### config.mk
export PLATFORM = sky130hd
export DESIGN_NAME = queue_reg_mc
export DESIGN_NICKNAME = d
export VERILOG_FILES = /design/src/rtl/queue_pkg.sv /design/src/rtl/queue_lane.sv /design/src/rtl/queue_reg_mc.sv
export SDC_FILE = /design/constraint.sdc
export NUM_CORES = 1
export LEC_CHECK = 0
export BUFFER_PORTS_ARGS = -buffer_cell sky130_fd_sc_hd__buf_2
export CAP_MARGIN = 20
export CORE_UTILIZATION = 50
export DETAILED_ROUTE_END_ITERATION = 16
export HOLD_SLACK_MARGIN = 0.03
export PLACE_DENSITY = 0.69
export SYNTH_ARGS = -nofsm -noshare
export SYNTH_HDL_FRONTEND = slang
export SYNTH_HIERARCHICAL = 1
export SYNTH_SLANG_ARGS = --single-unit
### constraint.sdc
create_clock -name clk -period 3.8 [get_ports clk]
set_input_delay 0.19 -clock clk [delete_from_list [all_inputs] [get_ports clk]]
set_output_delay 0.19 -clock clk [all_outputs]
set_load 0.005 [all_outputs]
### src/rtl/queue_pkg.sv
// Shared constants and helpers for the multi-channel register queue.
// Imported by queue_lane and queue_reg_mc.
package queue_pkg;

  localparam int MODE_FIFO = 0;
  localparam int MODE_LIFO = 1;

  function automatic int cnt_w(input int depth);
    return $clog2(depth + 1);
  endfunction

  function automatic int idx_w(input int depth);
    return (depth > 1) ? $clog2(depth) : 1;
  endfunction

  function automatic int lane_lsb(input int lane, input int width);
    return lane * width;
  endfunction

endpackage

### src/rtl/queue_lane.sv
// One storage lane: DEPTH x WIDTH shift storage with registered read port.
// All strobes arrive pre-decoded and pre-qualified by the top level.
module queue_lane
  import queue_pkg::*;
#(
  parameter int WIDTH = 8,
  parameter int DEPTH = 4,
  parameter int IDX_W = idx_w(DEPTH)
) (
  input  logic             clk,
  input  logic             rst,
  input  logic             do_clear,
  input  logic             do_push,
  input  logic             do_pop,
  input  logic             do_replace,
  input  logic             do_read,
  input  logic [IDX_W-1:0] rd_idx,
  input  logic [WIDTH-1:0] din_i,
  output logic [WIDTH-1:0] dout_o
);

  logic [WIDTH-1:0] mem_q [DEPTH];
  logic [WIDTH-1:0] mem_d [DEPTH];
  logic [WIDTH-1:0] dout_q;

  // Entry 0 is the newest word; push moves everything up one slot.
  always_comb begin
    mem_d = mem_q;
    if (do_clear) begin
      for (int i = 0; i < DEPTH; i++) mem_d[i] = '0;
    end else if (do_push) begin
      for (int i = DEPTH - 1; i > 0; i--) mem_d[i] = mem_q[i-1];
      mem_d[0] = din_i;
    end else if (do_pop) begin
      for (int i = 0; i < DEPTH - 1; i++) mem_d[i] = mem_q[i+1];
      mem_d[DEPTH-1] = '0;
    end else if (do_replace) begin
      mem_d[0] = din_i;
    end
  end

  always_ff @(posedge clk) begin
    if (!rst) begin
      for (int i = 0; i < DEPTH; i++) mem_q[i] <= '0;
      dout_q <= '0;
    end else begin
      mem_q <= mem_d;
      if (do_read) dout_q <= mem_q[rd_idx];
    end
  end

  assign dout_o = dout_q;

endmodule

### src/rtl/queue_reg_mc.sv
// Multi-channel FIFO/LIFO register queue with status and error pulses.
// Top level owns count, flags and strobes; lanes hold the data.
module queue_reg_mc
  import queue_pkg::*;
#(
  parameter int WIDTH    = 8,
  parameter int DEPTH    = 4,
  parameter int CHANNELS = 2,
  parameter int MODE     = MODE_FIFO,
  parameter int CNT_W    = cnt_w(DEPTH)
) (
  input  logic                      clk,
  input  logic                      rst,
  input  logic                      ce,
  input  logic                      flush,
  input  logic                      push,
  input  logic                      pop,
  input  logic [CHANNELS*WIDTH-1:0] din,
  output logic [CHANNELS*WIDTH-1:0] dout,
  output logic                      dout_vld,
  output logic                      full,
  output logic                      empty,
  output logic [CNT_W-1:0]          count,
  output logic                      ovf,
  output logic                      udf
);

  localparam int IDX_W = idx_w(DEPTH);
  localparam bit IS_LIFO = (MODE == MODE_LIFO);

  logic [CNT_W-1:0] count_q, count_d;
  logic             vld_q, vld_d;
  logic             ovf_q, ovf_d;
  logic             udf_q, udf_d;

  logic             do_clear;
  logic             do_push;
  logic             do_pop;
  logic             do_replace;
  logic             do_read;
  logic [IDX_W-1:0] rd_idx;
  logic             is_full;
  logic             is_empty;

  assign is_full  = (count_q == CNT_W'(DEPTH));
  assign is_empty = (count_q == '0);

  // FIFO reads the oldest slot; guarded so the index stays in range.
  always_comb begin
    rd_idx = '0;
    if (!IS_LIFO && !is_empty) rd_idx = IDX_W'(count_q - CNT_W'(1));
  end

  always_comb begin
    count_d    = count_q;
    vld_d      = 1'b0;
    ovf_d      = 1'b0;
    udf_d      = 1'b0;
    do_clear   = 1'b0;
    do_push    = 1'b0;
    do_pop     = 1'b0;
    do_replace = 1'b0;
    do_read    = 1'b0;
    if (ce) begin
      if (flush) begin
        do_clear = 1'b1;
        count_d  = '0;
      end else if (push && !pop) begin
        if (is_full) begin
          ovf_d = 1'b1;
        end else begin
          do_push = 1'b1;
          count_d = count_q + CNT_W'(1);
        end
      end else if (pop && !push) begin
        if (is_empty) begin
          udf_d = 1'b1;
        end else begin
          do_read = 1'b1;
          do_pop  = IS_LIFO;
          vld_d   = 1'b1;
          count_d = count_q - CNT_W'(1);
        end
      end else if (push && pop) begin
        if (is_empty) begin
          do_push = 1'b1;
          udf_d   = 1'b1;
          count_d = CNT_W'(1);
        end else begin
          // Simultaneous access keeps occupancy constant.
          do_read    = 1'b1;
          vld_d      = 1'b1;
          do_push    = !IS_LIFO;
          do_replace = IS_LIFO;
        end
      end
    end
  end

  always_ff @(posedge clk) begin
    if (!rst) begin
      count_q <= '0;
      vld_q   <= 1'b0;
      ovf_q   <= 1'b0;
      udf_q   <= 1'b0;
    end else begin
      count_q <= count_d;
      vld_q   <= vld_d;
      ovf_q   <= ovf_d;
      udf_q   <= udf_d;
    end
  end

  for (genvar c = 0; c < CHANNELS; c++) begin : g_lane
    queue_lane #(
      .WIDTH (WIDTH),
      .DEPTH (DEPTH),
      .IDX_W (IDX_W)
    ) u_lane (
      .clk        (clk),
      .rst        (rst),
      .do_clear   (do_clear),
      .do_push    (do_push),
      .do_pop     (do_pop),
      .do_replace (do_replace),
      .do_read    (do_read),
      .rd_idx     (rd_idx),
      .din_i      (din[lane_lsb(c, WIDTH) +: WIDTH]),
      .dout_o     (dout[lane_lsb(c, WIDTH) +: WIDTH])
    );
  end

  assign dout_vld = vld_q;
  assign full     = is_full;
  assign empty    = is_empty;
  assign count    = count_q;
  assign ovf      = ovf_q;
  assign udf      = udf_q;

endmodule

**Word-level counts from Yosys, hierarchy flattened**

Cells that the tools add are included.

- Input bits: 22
- Register bits after elaboration: 86
- Output and inout port bits: 24

- Bitwise operators: 4
- Reduce and logical (&&, ||, !) cells: 12
- Add/sub/neg operators: 2
- Multiplexer cells: 34
- Order comparisons: 1
- Equal/unequal tests: 3

Operators by type and width:

| kind | number |
|---|---|
| 32-bit two-way mux | 2 |
| 8-bit binary-select mux with 2-bit select | 2 |
| 8-bit two-way mux | 4 |
| 3-bit two-way mux | 7 |
| 1-bit two-way mux | 18 |
| 4-bit nonzero test | 2 |
| 4-bit OR reduction | 2 |
| 5-bit AND reduction | 1 |
| 4-bit inequality test, second input constant | 1 |
| 3-bit by 1-bit adder with 3-bit output, second input constant | 1 |
| 3-bit == test, second input constant | 1 |
| 3-bit >= comparator, second input constant | 1 |
| 1-bit logical AND | 3 |
| 3-bit logical NOT | 1 |
| 3-bit inequality test, second input constant | 1 |
| 1-bit inverter | 3 |
| 2-bit inverter with 3-bit output | 1 |
| 3-bit by 1-bit subtractor with 3-bit output, second input constant | 1 |
| 1-bit logical NOT | 2 |
| 2-bit two-way mux | 1 |
| 2-bit OR reduction | 1 |

**Logic depth before layout (Yosys ltp)**

- Word-level depth: 7
- Gate-level depth with buffers: 11

**Hierarchy**

Netlist, hierarchy kept.

By module, submodules not included:

| module | cells an instance | sequential area each (µm²) | instances | area an instance (µm²) |
|---|---|---|---|---|
| queue_lane | 190 | 800.8 | 2 | 1970.6 |
| queue_reg_mc | 61 | 120.1 | 1 | 496.7 |

**Worst setup path after synthesis**

No wires, ideal clock.

- Path type: register to register
- Start: register count_q[0] (netlist: count[0])
- End: register g_lane[0].u_lane/mem_q[29] (netlist name)
- Cell stages (with the launch flop): 11
- Setup time: 0.140 ns
- Path slack: 1.797 ns
- Arrival time: 1.863 ns
- Data required time: 3.660 ns
- Period minus slack after synthesis: 2.003 ns
- Path buffers: 3
- Cell sequence: dfxtp_1 inv_1 ha_1 and2_1 a21oi_1 buf_6 or3_4 buf_6 buf_6 nor2_1 a211oi_2

- Word-level cells in the longest chain between the ends: 5

RTL lines:

| element | RTL line | RTL |
|---|---|---|
| from (decl) | queue_reg_mc.sv:31 | `logic [CNT_W-1:0] count_q, count_d;` |
| from (signal assigned) | queue_reg_mc.sv:107 | `count_q <= count_d;` |
| 3-bit == test | queue_reg_mc.sv:45 | `assign is_full = (count_q == CNT_W'(DEPTH));` |
| via full | queue_reg_mc.sv:21 | `output logic full,` |
| 1-bit two-way mux | queue_reg_mc.sv:69 | `if (is_full) begin` |
| 1-bit two-way mux | queue_reg_mc.sv:68 | `end else if (push && !pop) begin` |
| 1-bit two-way mux | queue_reg_mc.sv:65 | `if (flush) begin` |
| 1-bit two-way mux | queue_reg_mc.sv:64 | `if (ce) begin` |
| via do_push | queue_reg_mc.sv:37 | `logic do_push;` |
| to (signal assigned) | queue_lane.sv:47 | `mem_q <= mem_d;` |
| to (decl) | queue_lane.sv:22 | `logic [WIDTH-1:0] mem_q [DEPTH];` |

The timed path passes the listed nets, and every way through them passes these cells.
A chain may end at the register's enable or synchronous reset.

**Worst setup path after layout**

- Start: register count_q[0] (netlist: count[0])
- End: register g_lane[1].u_lane/mem_q[16] (netlist name)

- Word-level cells in the longest chain between the ends: 5

RTL lines:

| element | RTL line |
|---|---|
| 3-bit == test | queue_reg_mc.sv:45 |
| 1-bit two-way mux | queue_reg_mc.sv:69 |
| 1-bit two-way mux | queue_reg_mc.sv:68 |
| 1-bit two-way mux | queue_reg_mc.sv:65 |
| 1-bit two-way mux | queue_reg_mc.sv:64 |
| via do_push | queue_reg_mc.sv:37 |
| to (signal assigned) | queue_lane.sv:47 |
| to (decl) | queue_lane.sv:22 |

The timed path passes the listed nets, and every way through them passes these cells.

==> flow_metrics.tcl <==
set metrics [dict create \
    antennaDiodeCount 0 \
    h-tree-depth 3 \
    cp-end-kind "flop" \
    cp.depth 7 \
    vdd_drop_max_mv 0.254 \
    cts_sinks 86 \
    postSynthCellCount 441 \
    fp.dieW_um 96.2 \
    seq_area_um2 1720 \
    drtAntennaViolNets 0 \
    netlist_area_um2 4440 \
    critPathMaxFanout 22 \
    cellLeakagePower_nw 1.85 \
    clkSlewWorstSetupHoldPaths_ns 0.08 \
    ioPinCount 46 \
    multi_input_area_um2 2500 \
    initial_core_util_pct 51.4 \
    final_hold_viol_count 0 \
    routedWlPerCell_um 16.0 \
    ys.flop_type "dfxtp_1" \
    synth_area_leaders "dfxtp_1 (39%), mux2i_1 (18%), mux2_2 (8.4%), nor2_1 (5.9%), a211oi_2 (4.5%)" \
    cts_buffers 9 \
    crit_required_ns 4.02 \
    grt-ovfl-total 0 \
    cts_hold_buf 0 \
    drive_above_1_share_pct 25.3 \
    r2r_cells 7 \
    yosys.cell_types.count 37 \
    cp-start-kind "flop" \
    crit_buf_inv 2 \
    drtIter0Drc 98 \
    max_stage_delay_ns 0.58 \
    insertion_delay_ns 0.34 \
    num_vias 3273 \
    relSlewSlack_pct 28.7 \
    final_nets 499 \
    cts-root-buf "clkbuf_8" \
    worstMarginPinSlew_ns 1.07 \
    grt_start_max_net_pins 33 \
    cts_setup_buffers 0 \
    cts.repair.resized 0 \
    row_count 34 \
    yosysSeqAreaShare_pct 38.8 \
    grt_pass1_wl_um 15300 \
    critical_path.top_delay_family "compound AO/OA/AOI/OAI gates" \
    design_area_um2 4860 \
    final_max_slew_viol_count 0 \
    synth_top_area_cell "dfxtp_1" \
    critical_path_class "flop to flop" \
    fmaxAchievable_mhz 407 \
    hold_depth 3 \
    die_area_um2 9260 \
    post-dp-hpwl_um 6220 \
    outcome "finished, final reports clean" \
    syn_avg_cell_area_um2 10.1 \
    gp_congestion 0.767 \
    setup_viol 0 \
    dr.pass1.iters 6 \
    cp_slowest_cell "a21oi_4" \
    synth_edf_count 0 \
    hp-class "primary input to flop" \
    cts_tree "built" \
    postSynth.asyncResetShare_pct 0 \
    yosys_warnings 6 \
    path_cells "inv_1 -> ha_1 -> and2_1 -> a21oi_4 -> buf_4 -> mux2i_1 -> nor2_1" \
    io_buffer_count 45 \
    power_density_nw_per_um2 370 \
    fp.dieH_um 96.2 \
    skew_ns 0.00727 \
    period_needed_ns 2.45 \
    via_per_inst 5.61 \
    post_dp_cell_area_um2 4650 \
    ys_seq_elements 86 \
    ys_top_cells_by_count "dfxtp_1 (86), mux2i_1 (80), nor2_1 (70)" \
    fin_crit_sh_pct 64.6 \
    core_area_um2 8640 \
    drv_cap 0 \
    cts_buffer_depth 2 \
    drc_errors 0 \
    syn_to_final_growth_pct 9.61 \
    antenna_found_initial 0 \
    rsz0062_at_grt "no" \
    grt_pass1_vias 3269 \
    worstPathArrival_ns 2.67 \
    groute.usage.overall_pct 21.2 \
    synth_top_area_share_pct 38.8 \
    synth.most_common_cell "dfxtp_1" \
    fill_cells 768 \
    totalNegativeSetupSlack_ns 0 \
    wl_um 9320 \
]
-- layer usage --
layer	vias up	share of wire [%]	track usage, %
li1	1635	-	-
met1	1592	46	24.6
met2	42	51	39.8
met3	4	2.4	4.42
met4	0	0.51	4.48
met5	-	0	0
-- kinds of logic after synthesis --
family | after synthesis | synth area share, %
buffers and inverters | 44 | 5.47
multiplexers | 113 | 26.4
AO/OA/AOI/OAI | 64 | 12.3
other | 1 | 0.0845
flip-flops | 86 | 38.8
AND/OR/NAND/NOR | 126 | 14.9
adder cells (fa/ha/maj) | 7 | 1.97
-- final timing paths --
check | startpoint | end | slack, ns
worst min register to register | g_lane[1].u_lane/dout_o[4] | g_lane[1].u_lane/dout_o[4] | 0.52
worst min-delay path | din[9] | g_lane[1].u_lane/mem_q[25] | 0.22
worst max register to register | count[0] | g_lane[1].u_lane/mem_q[16] | 1.35
worst max-delay path | count[0] | g_lane[1].u_lane/mem_q[16] | 1.35
-- final cells by class --
type | count | area share (%)
timing repair buffer | 50 | 5.40
clock buffer | 12 | 2.98
sequential | 86 | 35.4
tap | 108 | 2.78
clock inverter | 4 | 1.44
multi-input combinational | 314 | 51.3
inverter | 9 | 0.694
-- through the flow --
| stage | power [mW] | hold WS [ns] | utilization [%] | setup slack [ns] | instances |
|---|---|---|---|---|---|
| floorplan | 1.08 | 0.340 | - | 1.80 | 444 |
| global placement | 1.11 | 0.498 | 53.8 | 1.43 | 567 |
| detailed placement | 1.11 | 0.485 | 53.8 | 1.38 | 567 |
| CTS | 1.81 | 0.215 | 56.3 | 1.37 | 583 |
| global route | 1.87 | 0.221 | 56.3 | 1.20 | 583 |
| finish | 1.80 | 0.222 | 56.3 | 1.35 | 583 |
-- state kept, by name, summed over array words and instances, names as in the netlist --
name	flops
g_lane.u_lane/mem_q	64
dout_vld	1
ovf	1
g_lane.u_lane/dout_o	16
count	3
udf	1
-- where the power goes --
part / switching (mW) / internal, mW
clock network: 0.312 / 0.387
logic: 0.107 / 0.0673
registers: 0.0110 / 0.915
-- tightest hold or removal path: cells and delay by family --
family / cells / cell delay, ns
AO/OA/AOI/OAI: 1 / 0.08
buffers and inverters: 1 / 0.09
multiplexers: 1 / 0.15
-- layout by cell type (no fill, tap or decap), drive strengths merged --
master and count:
and3 1, nand3 4, nand2 3, nor2b 1, o22ai 1, or3 2
o21ai 4, nor2 70, mux2i 80, o21a 1, o311a 1, o221ai 17
conb 4, mux2 33, and2 2, o31a 1, nand3b 18, o211a 1
and4 1, inv 9, clkbuf 12, o2111ai 1, ha 7, buf 50
or2b 1, clkinv 2, bufinv 2, nand2b 6, or4 1, dfxtp 86
a21oi 19, a2111oi 1, nor3b 16, o32ai 1, a211oi 16
(Power assumes the default switching activity.)
